**config.mk**
```make
export PLATFORM = sky130hd
export DESIGN_NAME = sram_port_arbiter
export DESIGN_NICKNAME = d
export VERILOG_FILES = /design/src/rtl/mem_arb_pkg.sv /design/src/rtl/req_slot.sv /design/src/rtl/sram_port_arbiter_checker.sv /design/src/rtl/sram_port_arbiter.sv
export SDC_FILE = /design/constraint.sdc
export NUM_CORES = 1
export LEC_CHECK = 0
export BUFFER_PORTS_ARGS = -buffer_cell sky130_fd_sc_hd__clkbuf_2
export CAP_MARGIN = 20
export CORE_MARGIN = 10
export CORE_UTILIZATION = 56
export DETAILED_ROUTE_END_ITERATION = 7
export PLACE_DENSITY = 0.9
export SYNTH_ARGS = -nofsm -noshare
export SYNTH_HDL_FRONTEND = slang
export SYNTH_SLANG_ARGS = --single-unit
```
**constraint.sdc**
```tcl
create_clock -name clk -period 3.7 [get_ports clk]
set_input_delay 1.11 -clock clk [delete_from_list [all_inputs] [get_ports clk]]
set_output_delay 1.11 -clock clk [all_outputs]
set_load 0.03 [all_outputs]
```
**src/rtl/mem_arb_pkg.sv**
```systemverilog
// Shared types for the SRAM/TLB port arbiter: error flags, FSM states and
// the captured data-request record.
package mem_arb_pkg;

    // Widest address the captured data request can hold.
    localparam int ARB_ADDR_W = 32;

    typedef struct packed {
        logic tlb_invalid;
        logic tlb_miss;
        logic addr_error;
    } mem_err_t;

    typedef enum logic [2:0] {
        ARB_IDLE    = 3'd0,
        ARB_ISSUE_I = 3'd1,
        ARB_ISSUE_D = 3'd2,
        ARB_WAIT_I  = 3'd3,
        ARB_WAIT_D  = 3'd4
    } arb_state_e;

    typedef struct packed {
        logic                  we;
        logic [3:0]            wstrb;
        logic [ARB_ADDR_W-1:0] addr;
        logic [31:0]           wdata;
    } data_req_t;

    // True while a granted request is waiting for its response strobe.
    function automatic logic is_wait_state(arb_state_e s);
        return (s == ARB_WAIT_I) || (s == ARB_WAIT_D);
    endfunction

endpackage

```
**src/rtl/req_slot.sv**
```systemverilog
// One-entry request holding register. A new request (set) wins over a flush
// in the same cycle, because the flush only cancels older requests.
module req_slot #(
    parameter int W = 32
) (
    input  logic         clk,
    input  logic         reset,
    input  logic         set,
    input  logic         clear,
    input  logic         flush,
    input  logic [W-1:0] din,
    output logic         valid,
    output logic [W-1:0] dout
);

    // Capture on set, drop the entry on clear or flush.
    always_ff @(posedge clk) begin
        if (reset) begin
            valid <= 1'b0;
            dout  <= '0;
        end else if (set) begin
            valid <= 1'b1;
            dout  <= din;
        end else if (clear || flush) begin
            valid <= 1'b0;
        end else begin
            valid <= valid;
        end
    end

endmodule

```
**src/rtl/sram_port_arbiter_checker.sv**
```systemverilog
// Protocol checks for the port arbiter: one outstanding request per
// requester, and memory responses only while a grant is waiting for one.
module sram_port_arbiter_checker
    import mem_arb_pkg::*;
(
    input logic       clk,
    input logic       reset,
    input arb_state_e state,
    input logic       inst_req,
    input logic       inst_flush,
    input logic       data_req,
    input logic       mem_rvalid,
    input logic       inst_slot_valid,
    input logic       data_slot_valid,
    input logic       drop
);

    a_inst_one_outstanding: assert property (@(posedge clk) disable iff (reset)
        !(inst_req && !inst_flush &&
          (inst_slot_valid || (state == ARB_ISSUE_I) ||
           ((state == ARB_WAIT_I) && !mem_rvalid && !drop))))
        else $error("instruction request while one is still outstanding");

    a_data_one_outstanding: assert property (@(posedge clk) disable iff (reset)
        !(data_req &&
          (data_slot_valid || (state == ARB_ISSUE_D) ||
           ((state == ARB_WAIT_D) && !mem_rvalid))))
        else $error("data request while one is still outstanding");

    a_rvalid_in_wait: assert property (@(posedge clk) disable iff (reset)
        !(mem_rvalid && !is_wait_state(state)))
        else $error("memory response with no request waiting");

endmodule

```
**src/rtl/sram_port_arbiter.sv**
```systemverilog
// Shares one memory/TLB port between instruction fetch and data access.
// Data wins by default; after DATA_STREAK_MAX data grants with fetch waiting,
// fetch is forced through. Fetch flush cancels the queued fetch and discards
// any fetch response already in flight.
module sram_port_arbiter
    import mem_arb_pkg::*;
#(
    parameter int DATA_STREAK_MAX = 4,
    parameter int ADDR_W          = 32
) (
    input  logic              clk,
    input  logic              reset,
    input  logic              inst_req,
    input  logic [ADDR_W-1:0] inst_addr,
    input  logic              inst_flush,
    output logic              inst_valid,
    output logic [31:0]       inst_rdata,
    output logic [2:0]        inst_err,
    input  logic              data_req,
    input  logic              data_we,
    input  logic [3:0]        data_wstrb,
    input  logic [ADDR_W-1:0] data_addr,
    input  logic [31:0]       data_wdata,
    output logic              data_valid,
    output logic [31:0]       data_rdata,
    output logic [2:0]        data_err,
    output logic              mem_req,
    output logic              mem_we,
    output logic [3:0]        mem_wstrb,
    output logic [ADDR_W-1:0] mem_addr,
    output logic [31:0]       mem_wdata,
    input  logic              mem_ready,
    input  logic              mem_rvalid,
    input  logic [31:0]       mem_rdata,
    input  logic [2:0]        mem_err
);

    localparam int STREAK_W = $clog2(DATA_STREAK_MAX + 1);
    localparam logic [STREAK_W-1:0] STREAK_LIMIT = STREAK_W'(DATA_STREAK_MAX);

    arb_state_e          state_r, state_s;
    logic [STREAK_W-1:0] streak_r;
    logic                drop_r;
    logic                grant_i_s, grant_d_s;
    logic                inst_pend_s, data_pend_s;
    logic                inst_set_s, data_set_s;
    logic                inst_slot_valid, data_slot_valid;
    logic [ADDR_W-1:0]   inst_slot_addr, inst_cand_addr_s;
    data_req_t           data_in_s, data_slot_req, data_cand_s;
    logic                inst_valid_s, data_valid_s;
    mem_err_t            resp_err_s;

    // A request arriving in IDLE is granted directly (bypassing its slot),
    // so the first mem_req appears the cycle after the req pulse.
    assign data_in_s        = {data_we, data_wstrb, ARB_ADDR_W'(data_addr), data_wdata};
    assign inst_cand_addr_s = inst_req ? inst_addr : inst_slot_addr;
    assign data_cand_s      = data_req ? data_in_s : data_slot_req;
    assign inst_pend_s      = inst_req || (inst_slot_valid && !inst_flush);
    assign data_pend_s      = data_req || data_slot_valid;
    assign inst_set_s       = inst_req && !grant_i_s;
    assign data_set_s       = data_req && !grant_d_s;

    // The slots hold only requests that have not been granted yet; the
    // granted one lives in the mem_* registers until its handshake.
    req_slot #(.W(ADDR_W)) u_inst_slot (
        .clk   (clk),
        .reset (reset),
        .set   (inst_set_s),
        .clear (grant_i_s),
        .flush (inst_flush),
        .din   (inst_addr),
        .valid (inst_slot_valid),
        .dout  (inst_slot_addr)
    );

    req_slot #(.W($bits(data_req_t))) u_data_slot (
        .clk   (clk),
        .reset (reset),
        .set   (data_set_s),
        .clear (grant_d_s),
        .flush (1'b0),
        .din   (data_in_s),
        .valid (data_slot_valid),
        .dout  (data_slot_req)
    );

    // Next-state and grant decision.
    always_comb begin
        state_s   = state_r;
        grant_i_s = 1'b0;
        grant_d_s = 1'b0;
        case (state_r)
            ARB_IDLE: begin
                if (inst_pend_s && ((streak_r == STREAK_LIMIT) || !data_pend_s)) begin
                    grant_i_s = 1'b1;
                    state_s   = ARB_ISSUE_I;
                end else if (data_pend_s) begin
                    grant_d_s = 1'b1;
                    state_s   = ARB_ISSUE_D;
                end else begin
                    state_s   = ARB_IDLE;
                end
            end
            ARB_ISSUE_I: begin
                if (mem_ready) state_s = ARB_WAIT_I;
                else           state_s = ARB_ISSUE_I;
            end
            ARB_ISSUE_D: begin
                if (mem_ready) state_s = ARB_WAIT_D;
                else           state_s = ARB_ISSUE_D;
            end
            ARB_WAIT_I: begin
                if (mem_rvalid) state_s = ARB_IDLE;
                else            state_s = ARB_WAIT_I;
            end
            ARB_WAIT_D: begin
                if (mem_rvalid) state_s = ARB_IDLE;
                else            state_s = ARB_WAIT_D;
            end
            default: state_s = ARB_IDLE;
        endcase
    end

    // FSM state register.
    always_ff @(posedge clk) begin
        if (reset) state_r <= ARB_IDLE;
        else       state_r <= state_s;
    end

    // Count data grants that overtook a waiting fetch.
    always_ff @(posedge clk) begin
        if (reset) begin
            streak_r <= '0;
        end else if (grant_i_s || !inst_pend_s) begin
            streak_r <= '0;
        end else if (grant_d_s && (streak_r != STREAK_LIMIT)) begin
            streak_r <= streak_r + STREAK_W'(1);
        end else begin
            streak_r <= streak_r;
        end
    end

    // Remember that the fetch currently on the port was flushed.
    always_ff @(posedge clk) begin
        if (reset) begin
            drop_r <= 1'b0;
        end else if ((state_r == ARB_WAIT_I) && mem_rvalid) begin
            drop_r <= 1'b0;
        end else if (inst_flush && ((state_r == ARB_ISSUE_I) || (state_r == ARB_WAIT_I))) begin
            drop_r <= 1'b1;
        end else begin
            drop_r <= drop_r;
        end
    end

    // Memory request registers: loaded on grant, held until mem_ready.
    always_ff @(posedge clk) begin
        if (reset) begin
            mem_req   <= 1'b0;
            mem_we    <= 1'b0;
            mem_wstrb <= 4'h0;
            mem_addr  <= '0;
            mem_wdata <= 32'h0;
        end else if (grant_i_s) begin
            mem_req   <= 1'b1;
            mem_we    <= 1'b0;
            mem_wstrb <= 4'h0;
            mem_addr  <= inst_cand_addr_s;
            mem_wdata <= 32'h0;
        end else if (grant_d_s) begin
            mem_req   <= 1'b1;
            mem_we    <= data_cand_s.we;
            mem_wstrb <= data_cand_s.wstrb;
            mem_addr  <= data_cand_s.addr[ADDR_W-1:0];
            mem_wdata <= data_cand_s.wdata;
        end else if (mem_req && mem_ready) begin
            mem_req   <= 1'b0;
        end else begin
            mem_req   <= mem_req;
        end
    end

    // Responses are steered to their owner in the cycle they arrive.
    assign resp_err_s   = mem_err;
    assign inst_valid_s = (state_r == ARB_WAIT_I) && mem_rvalid && !drop_r;
    assign data_valid_s = (state_r == ARB_WAIT_D) && mem_rvalid;
    assign inst_valid   = inst_valid_s;
    assign data_valid   = data_valid_s;
    assign inst_rdata   = inst_valid_s ? mem_rdata : 32'h0;
    assign data_rdata   = data_valid_s ? mem_rdata : 32'h0;
    assign inst_err     = inst_valid_s ? resp_err_s : 3'b000;
    assign data_err     = data_valid_s ? resp_err_s : 3'b000;

    sram_port_arbiter_checker u_checker (
        .clk             (clk),
        .reset           (reset),
        .state           (state_r),
        .inst_req        (inst_req),
        .inst_flush      (inst_flush),
        .data_req        (data_req),
        .mem_rvalid      (mem_rvalid),
        .inst_slot_valid (inst_slot_valid),
        .data_slot_valid (data_slot_valid),
        .drop            (drop_r)
    );

endmodule
```
* Word level (Yosys, flattened, before mapping) *
Index checks and enable logic that the tools add are counted.

storage, ports and cells
  bits in latches = 0
  memory bits (read-only) = 0
  memories = 0
  bits in writable memories = 0
  output and inout bits = 142
  bits in registers = 180

cells by class
  divide/modulo/power cells = 0
  equal/unequal tests = 6
  mux-type cells = 27
  $add $sub $neg = 1
  bitwise logic cells = 0
  reductions and logical operators = 30
  shifts and indexed selects = 0
  order comparisons = 0
  multiply operators = 0

operators by type and width
  cell                                                  number
  two-way mux 32 bit                                    5
  two-way mux 69 bit                                    1
  one-hot mux 3 bit (5 select lines)                    1
  two-way mux 1 bit                                     12
  two-way mux 3 bit                                     4
  logical AND 1 bit                                     10
  two-way mux 2 bit                                     4
  equality test 3 x 2 -> 1 bit (second input constant)  2
  equality test 3 bit (second input constant)           2
  logical NOT 1 bit                                     6
  logical OR 1 bit                                      6
  nonzero test 2 bit                                    3
  OR reduction 2 bit                                    3
  adder 3 x 1 -> 3 bit (second input constant)          1
  equality test 3 x 1 -> 1 bit (second input constant)  1
  logical NOT 3 bit                                     1
  != test 3 bit (second input constant)                 1
  nonzero test 3 bit                                    1

* Depth between registers and ports, before layout *
Gate-level depths: netlist of the first run.

  depth after elaboration = 9
  mapped depth = 10
  depth with buffers taken out = 6

* Cells and area by module *
From an unflattened synthesis of the first run, not the netlist that was laid out.

second synthesis, totals
  cell total of the unflattened synthesis = 821
  area total of the unflattened synthesis = 8449.4 um^2

by module, submodules not included
  module                  instances  area an instance (um^2)  cells an instance  sequential area each (um^2)
  sram_port_arbiter       1          4724.5                   486                1541.5
  req_slot (u_data_slot)  1          2517.4                   227                1401.3
  req_slot (u_inst_slot)  1          1207.4                   108                660.6

* Worst setup path before layout of the first run *
Ideal clock, no wire load.

  kind = input -> output
  from = input mem_rvalid
  to = output data_err[0]
  data arrival time = 2.375 ns
  cell stages on the path = 4
  setup slack = 0.215 ns
  buffers on the path = 1
  data required time = 2.590 ns
  cell sequence = nand2_1 nor3_1 clkbuf_1 and2_1

on the way
  cells in the longest elaborated chain, start to end = 2

RTL lines
  what                RTL line                  source
  start: declaration  sram_port_arbiter.sv:33   input logic mem_rvalid,
  logical AND 1 bit   sram_port_arbiter.sv:186  assign data_valid_s = (state_r == ARB_WAIT_D) && mem_rvalid;
  net data_valid      sram_port_arbiter.sv:24   output logic data_valid,
  two-way mux 3 bit   sram_port_arbiter.sv:192  assign data_err = data_valid_s ? resp_err_s : 3'b000;
  end: declaration    sram_port_arbiter.sv:26   output logic [2:0] data_err,

The timed path passes the listed nets, and every way through them passes these cells.

* Final worst setup path of the first run *
  from = input mem_rvalid
  to = output inst_rdata[29]

on the way
  cells in the longest elaborated chain, start to end = 3

RTL lines
  what                            RTL line                  source
  logical AND 1 bit (2 in a row)  sram_port_arbiter.sv:185  assign inst_valid_s = (state_r == ARB_WAIT_I) && mem_rvalid && !drop_r;
  two-way mux 32 bit              sram_port_arbiter.sv:189  assign inst_rdata = inst_valid_s ? mem_rdata : 32'h0;
  end: declaration                sram_port_arbiter.sv:17   output logic [31:0] inst_rdata,

Every way passes these cells.

==> reports/metrics.yaml, run 1 <==
status: "finished clean"
slowest_delay_ns: 0.29
antenna_cells: 0
core_area_sq_um: 15800
wl_met1_um: 10300
clock_power_share: 0.324
ff2ff_path_depth: 7
mostFrequentLayoutCell: "clkbuf_2"
clk_latency_ns: 0.43
drt_iter0_markers: 579
cts-root-buf: "clkbuf_16"
period_share: 0.895
final-hold-violation-count: 0
post_drt_wl_per_cell_um: 18.6
synth_edf_count: 0
powerDensity_nw_per_um2: 480
drc: 0
layout_common_cells: "clkbuf_2 (282), dfxtp_1 (180), nand2_1 (164), nand2b_1 (139), mux2i_1 (138)"
cp_slowest_cell: "buf_4"
worstHoldPathType: "reg2reg"
start_util: 0.568
clockBufferDepth: 2
switching_share: 0.327
wl_met3_um: 1980
syn_nets: 1152
p_int_mw: 3.54
fmax_mhz: 302
drt_wl_total_um: 27200
vias_per_cell: 5.60
syn_area_per_cell_sq_um: 8.93
top_layer_used: "met4"
dp_hpwl_um: 19300
area_delta_synth_final_pct: 22.0
crit_top_cell: "clkbuf_2"
die_w_um: 147
finalCriticalPeriod_ns: 3.31
worst_pin_slew_ns: 0.930
synth_top_cell_by_area: "dfxtp_1"
cp_max_fo: 36
firstDrtPassIters: 5
arrival_ns: 2.20
pin_count: 285
path_clk_slew_ns: 0.07
die_h_um: 147
post_cts.repair.setup_buffers: 0
switching_power_mw: 1.72
rsz0062_at_grt: "no"
max-slew-margin-rel: 0.380
cp-end-kind: "output port"
clock-sinks: 180
grt_pass1_vias: 8638
place_congestion: 0.835
synth_flop_cell: "dfxtp_1"
synth-seq-cells: 180
vias: 8209
grt_antenna_before_repair: 0
ir_worst_vdd_mv: 0.337
cts_max_level: 4
cts_resized: 0
clock_skew_ns: 0.0131
numPortBuffers: 284
p_seq_frac: 0.431
cts_hold_buf: 0
cap_violations: 0
yosys.cell_types.count: 44
numCtsBuffers: 17
ys_seq_area_frac: 0.401
fin_ws_ns: 0.390
grt_pass1_wl_um: 43200
grt_overflow: 0
slew_viol_final: 0
grtUsageTotal: 0.244
async_flop_share: 0
holdPathStages: 2
ant_nets: 0
cp_data_required_time_ns: 2.59
crit_type: "in2out"
combPwrFrac: 0.246
finalHoldWorstSlack_ns: 0.454
crit_chain: "clkbuf_2 > nand2_1 > nor3b_2 > buf_4 > and2_1 > clkbuf_2"
synth_area_sq_um: 8990
layout-drive-gt1-share: 0.287
grt_max_degree: 80
yosysTopAreaCellShare: 0.401
p_leak_nw: 4.81
num_rows: 46
dr_wl_met2_um: 14100
tns_ns: 0
pre_cts_ws_ns: 0.418
yosysWarnings: 0
netlist_instances: 1007
synth_area_leaders: "dfxtp_1 (40%), mux2i_1 (15%), nand2b_1 (9.7%), nand2_1 (6.8%), and2_1 (4.9%)"
setup_viol: 0
nets: 1381
crit_path_start_kind: "primary input"
cts_tree: "yes"
finalCoreUtilization: 0.693
dieArea_sq_um: 21500
-- synth_stat cells, types with 2 or more instances --
cell type / count
ha_1: 2
inv_1: 3
nor4_1: 2
nand2_1: 164
nand2b_1: 139
mux2i_1: 138
buf_4: 13
a211oi_1: 29
a211oi_2: 9
and2_1: 71
dfxtp_1: 180
buf_6: 6
nor3_1: 9
o211ai_1: 32
buf_2: 18
a32o_1: 32
nor2_1: 6
clkbuf_1: 54
a21oi_1: 75
-- power by group through the flow --
stage          clock, mW  sequential (mW)  combinational, mW
2_1_floorplan          0             2.49              0.726
3_3_place_gp           0             2.29               1.26
3_5_place_dp           0             2.30               1.29
4_1_cts             1.73             2.27               1.30
5_1_grt             1.82             2.29               1.39
6_report            1.70             2.27               1.29
-- flip-flops by register name, indices dropped and copies added, names as in the netlist --
register           flops
u_data_slot.dout      69
mem_addr              32
mem_wdata             32
u_inst_slot.dout      32
mem_wstrb              4
state_r                3
streak_r               3
drop_r                 1
mem_req                1
mem_we                 1
u_data_slot.valid      1
u_inst_slot.valid      1
-- routing by layer --
layer | GRT usage | up-vias
met1 | 0.255 | 3914
li1 | - | 3922
met5 | 0 | -
met4 | 0.115 | 0
met3 | 0.0749 | 54
met2 | 0.436 | 319
-- critical path, delay by kind of cell --
family / cells / cell delay, ns
buffers and inverters: 3 / 0.63
and+or+nand+nor: 3 / 0.45
-- cell type report --
type | instances | area, sq um
flip-flops and latches | 180 | 3600
clock inverters | 10 | 73.8
inverters | 4 | 15.0
well taps | 216 | 270
fillers | 1164 | 4860
clock buffers | 22 | 484
multi-input cells | 730 | 4940
repair buffers | 303 | 1580
-- cell families after synthesis --
kind of cell	Yosys count	share of synthesized area
AO/OA/AOI/OAI	191	0.156
adder cells (fa/ha/maj)	2	0.00278
buffers and inverters	97	0.0547
flip-flops	180	0.401
multiplexers	138	0.154
AND/OR/NAND/NOR	399	0.232
-- worst paths after layout --
kind | endpoint | slack, ns | startpoint
setup / recovery | inst_rdata[29] | 0.39 | mem_rvalid
hold / removal | u_inst_slot.dout[17] | 0.45 | u_inst_slot.dout[17]
setup reg to reg | mem_wdata[27] | 1.35 | streak_r[0]
hold reg to reg | u_inst_slot.dout[17] | 0.45 | u_inst_slot.dout[17]
-- through the flow --
stage	cells	instance area (sq um)	power, mW
finish	1465	11000	5.26
global route	1465	11000	5.50
CTS	1465	11000	5.29
detailed placement	1433	10400	3.60
floorplan	1007	8990	3.21
global placement	1433	10400	3.55
(Power assumes the default switching activity.)
==> inputs of run 2 (changes only) <==
--- a/config.mk
+++ b/config.mk
@@ -5,6 +5,7 @@
 export SDC_FILE = /design/constraint.sdc
 export NUM_CORES = 1
 export LEC_CHECK = 0
+export ABC_AREA = 1
 export BUFFER_PORTS_ARGS = -buffer_cell sky130_fd_sc_hd__clkbuf_2
 export CAP_MARGIN = 20
 export CORE_MARGIN = 10
==> reports/metrics.yaml, run 2 <==
cts_hold_buf: 0
pre_cts_ws_ns: 0.529
synth-seq-cells: 180
final_cells: 1950
synth_common_cells: "nor2_1 (468), nand2_1 (389), dfxtp_1 (180), inv_1 (143), o21ai_0 (99)"
syn_area_per_cell_sq_um: 6.02
mostFrequentLayoutCell: "nor2_1"
layout_common_cells: "nor2_1 (467), nand2_1 (389), clkbuf_2 (283), dfxtp_1 (180), inv_1 (142)"
clk_latency_ns: 0.44
use_met2: 0.419
grt_max_degree: 103
drt_wl_total_um: 28200
yosysMostFrequentCell: "nor2_1"
powerDensity_nw_per_um2: 491
power.total_mw: 5.39
switching_share: 0.346
ys_seq_area_frac: 0.403
cts-root-buf: "clkbuf_16"
worst_pin_slew_ns: 0.696
synth_flop_cell: "dfxtp_1"
synth_edf_count: 0
n_fill_cell: 1424
cp-end-kind: "output port"
largest_register: "u_data_slot.dout"
finalHoldWorstSlack_ns: 0.466
fin_ws_ns: 0.502
synth_area_sq_um: 8940
grtUsageMet3: 0.0593
rsz0062_at_grt: "no"
dpl.cell_count: 1916
max-slew-margin-rel: 0.535
yosys.cell_types.count: 26
period_share: 0.864
cts_tree: "yes"
synth_top_cell_by_area: "dfxtp_1"
layout-drive-gt1-share: 0.206
crit_path_start_kind: "primary input"
post_drt_wl_per_cell_um: 14.5
core_area_sq_um: 15800
dieArea_sq_um: 21400
die_w_um: 146
dp_hpwl_um: 19900
p_int_mw: 3.52
nets: 1864
grt_overflow: 0
path_clk_slew_ns: 0.06
tns_ns: 0
async_flop_share: 0
area_delta_synth_final_pct: 22.7
fmax_mhz: 313
drc: 0
grtUsageTotal: 0.254
clock_skew_ns: 0.0107
cp_max_fo: 36
syn_nets: 1632
cts_max_level: 4
synth_area_leaders: "dfxtp_1 (40%), nor2_1 (20%), nand2_1 (16%), inv_1 (6.0%), o21ai_0 (5.5%)"
numCtsBuffers: 17
clockBufferDepth: 2
crit_type: "in2out"
clock_power_share: 0.320
vias: 9720
firstDrtPassIters: 5
gr-usage-met1: 0.313
vias_per_cell: 4.98
clock-sinks: 180
pin_count: 285
num_rows: 46
combPwrFrac: 0.259
p_seq_frac: 0.422
largest_reg_flops: 69
grt_pass1_wl_um: 45500
die_h_um: 146
place_congestion: 0.896
status: "finished clean"
setup_viol: 0
drt_iter0_markers: 762
grt_antenna_before_repair: 1
yosysWarnings: 0
final-hold-violation-count: 0
finalCriticalPeriod_ns: 3.20
worstHoldPathType: "reg2reg"
netlist_instances: 1487
p_leak_nw: 5.87
yosysTopAreaCellShare: 0.403
slew_viol_final: 0
post_cts.repair.setup_buffers: 0
start_util: 0.567
ant_nets: 0
cts_resized: 0
cap_violations: 0
grt_pass1_vias: 9017
switching_power_mw: 1.87
busiest_layer: "met2"
ir_worst_vdd_mv: 0.334
arrival_ns: 2.09
cp_data_required_time_ns: 2.59
numPortBuffers: 284
## run 2: logic make-up after synthesis
| group | after synthesis | synth area share |
|---|---|---|
| flops | 180 | 0.403 |
| simple gates | 912 | 0.399 |
| xor+xnor | 2 | 0.00196 |
| fa+ha+maj | 2 | 0.00280 |
| compound gates | 146 | 0.0825 |
| buf+inv | 245 | 0.111 |
## run 2: metal layers
metal  share of wire  wire (um)
met2            0.49      13700
met3           0.073       2060
met5               0          0
met4           0.028        794
met1            0.41      11700
## run 2: area by class of cell
cell class	count	area (sq um)	area share
Antenna cell	2	5.00	0.000456
Clock buffer	20	447	0.0407
Clock inverter	12	106	0.00969
Inverter	153	574	0.0523
Multi-Input combinational cell	1062	4350	0.396
Sequential cell	180	3600	0.328
Tap cell	216	270	0.0246
Timing Repair Buffer	305	1620	0.148
## run 2: path summary, 6_finish.rpt
kind | start | depth (start not counted) | slack (ns) | endpoint
min | mem_wdata[8] | 2 | 0.47 | mem_wdata[8]
max | mem_rvalid | 7 | 0.50 | inst_rdata[8]
min reg2reg | mem_wdata[8] | 2 | 0.47 | mem_wdata[8]
max reg2reg | state_r[0] | 9 | 1.16 | u_inst_slot.dout[21]
## run 2: through the flow
stage / cell area [sq um] / utilization
3_5_place_dp: 10400 / 0.660
5_1_grt: 11000 / 0.695
3_3_place_gp: 10400 / 0.660
6_report: 11000 / 0.696
4_1_cts: 11000 / 0.695
2_1_floorplan: 8950 / -
## run 2: power by group through the flow
stage | combinational, mW | clock (mW) | sequential (mW)
finish | 1.39 | 1.72 | 2.27
global route | 1.57 | 1.82 | 2.30
CTS | 1.39 | 1.74 | 2.27
detailed placement | 1.39 | 0 | 2.31
global placement | 1.36 | 0 | 2.30
floorplan | 0.837 | 0 | 2.45
## run 2: worst max-delay path, stage by stage
cell and delay [ns]:
clkbuf_2 0.08, inv_1 0.07, nor2_1 0.14, nand2_1 0.06, buf_4 0.24, nor2_1 0.15, clkbuf_2 0.23
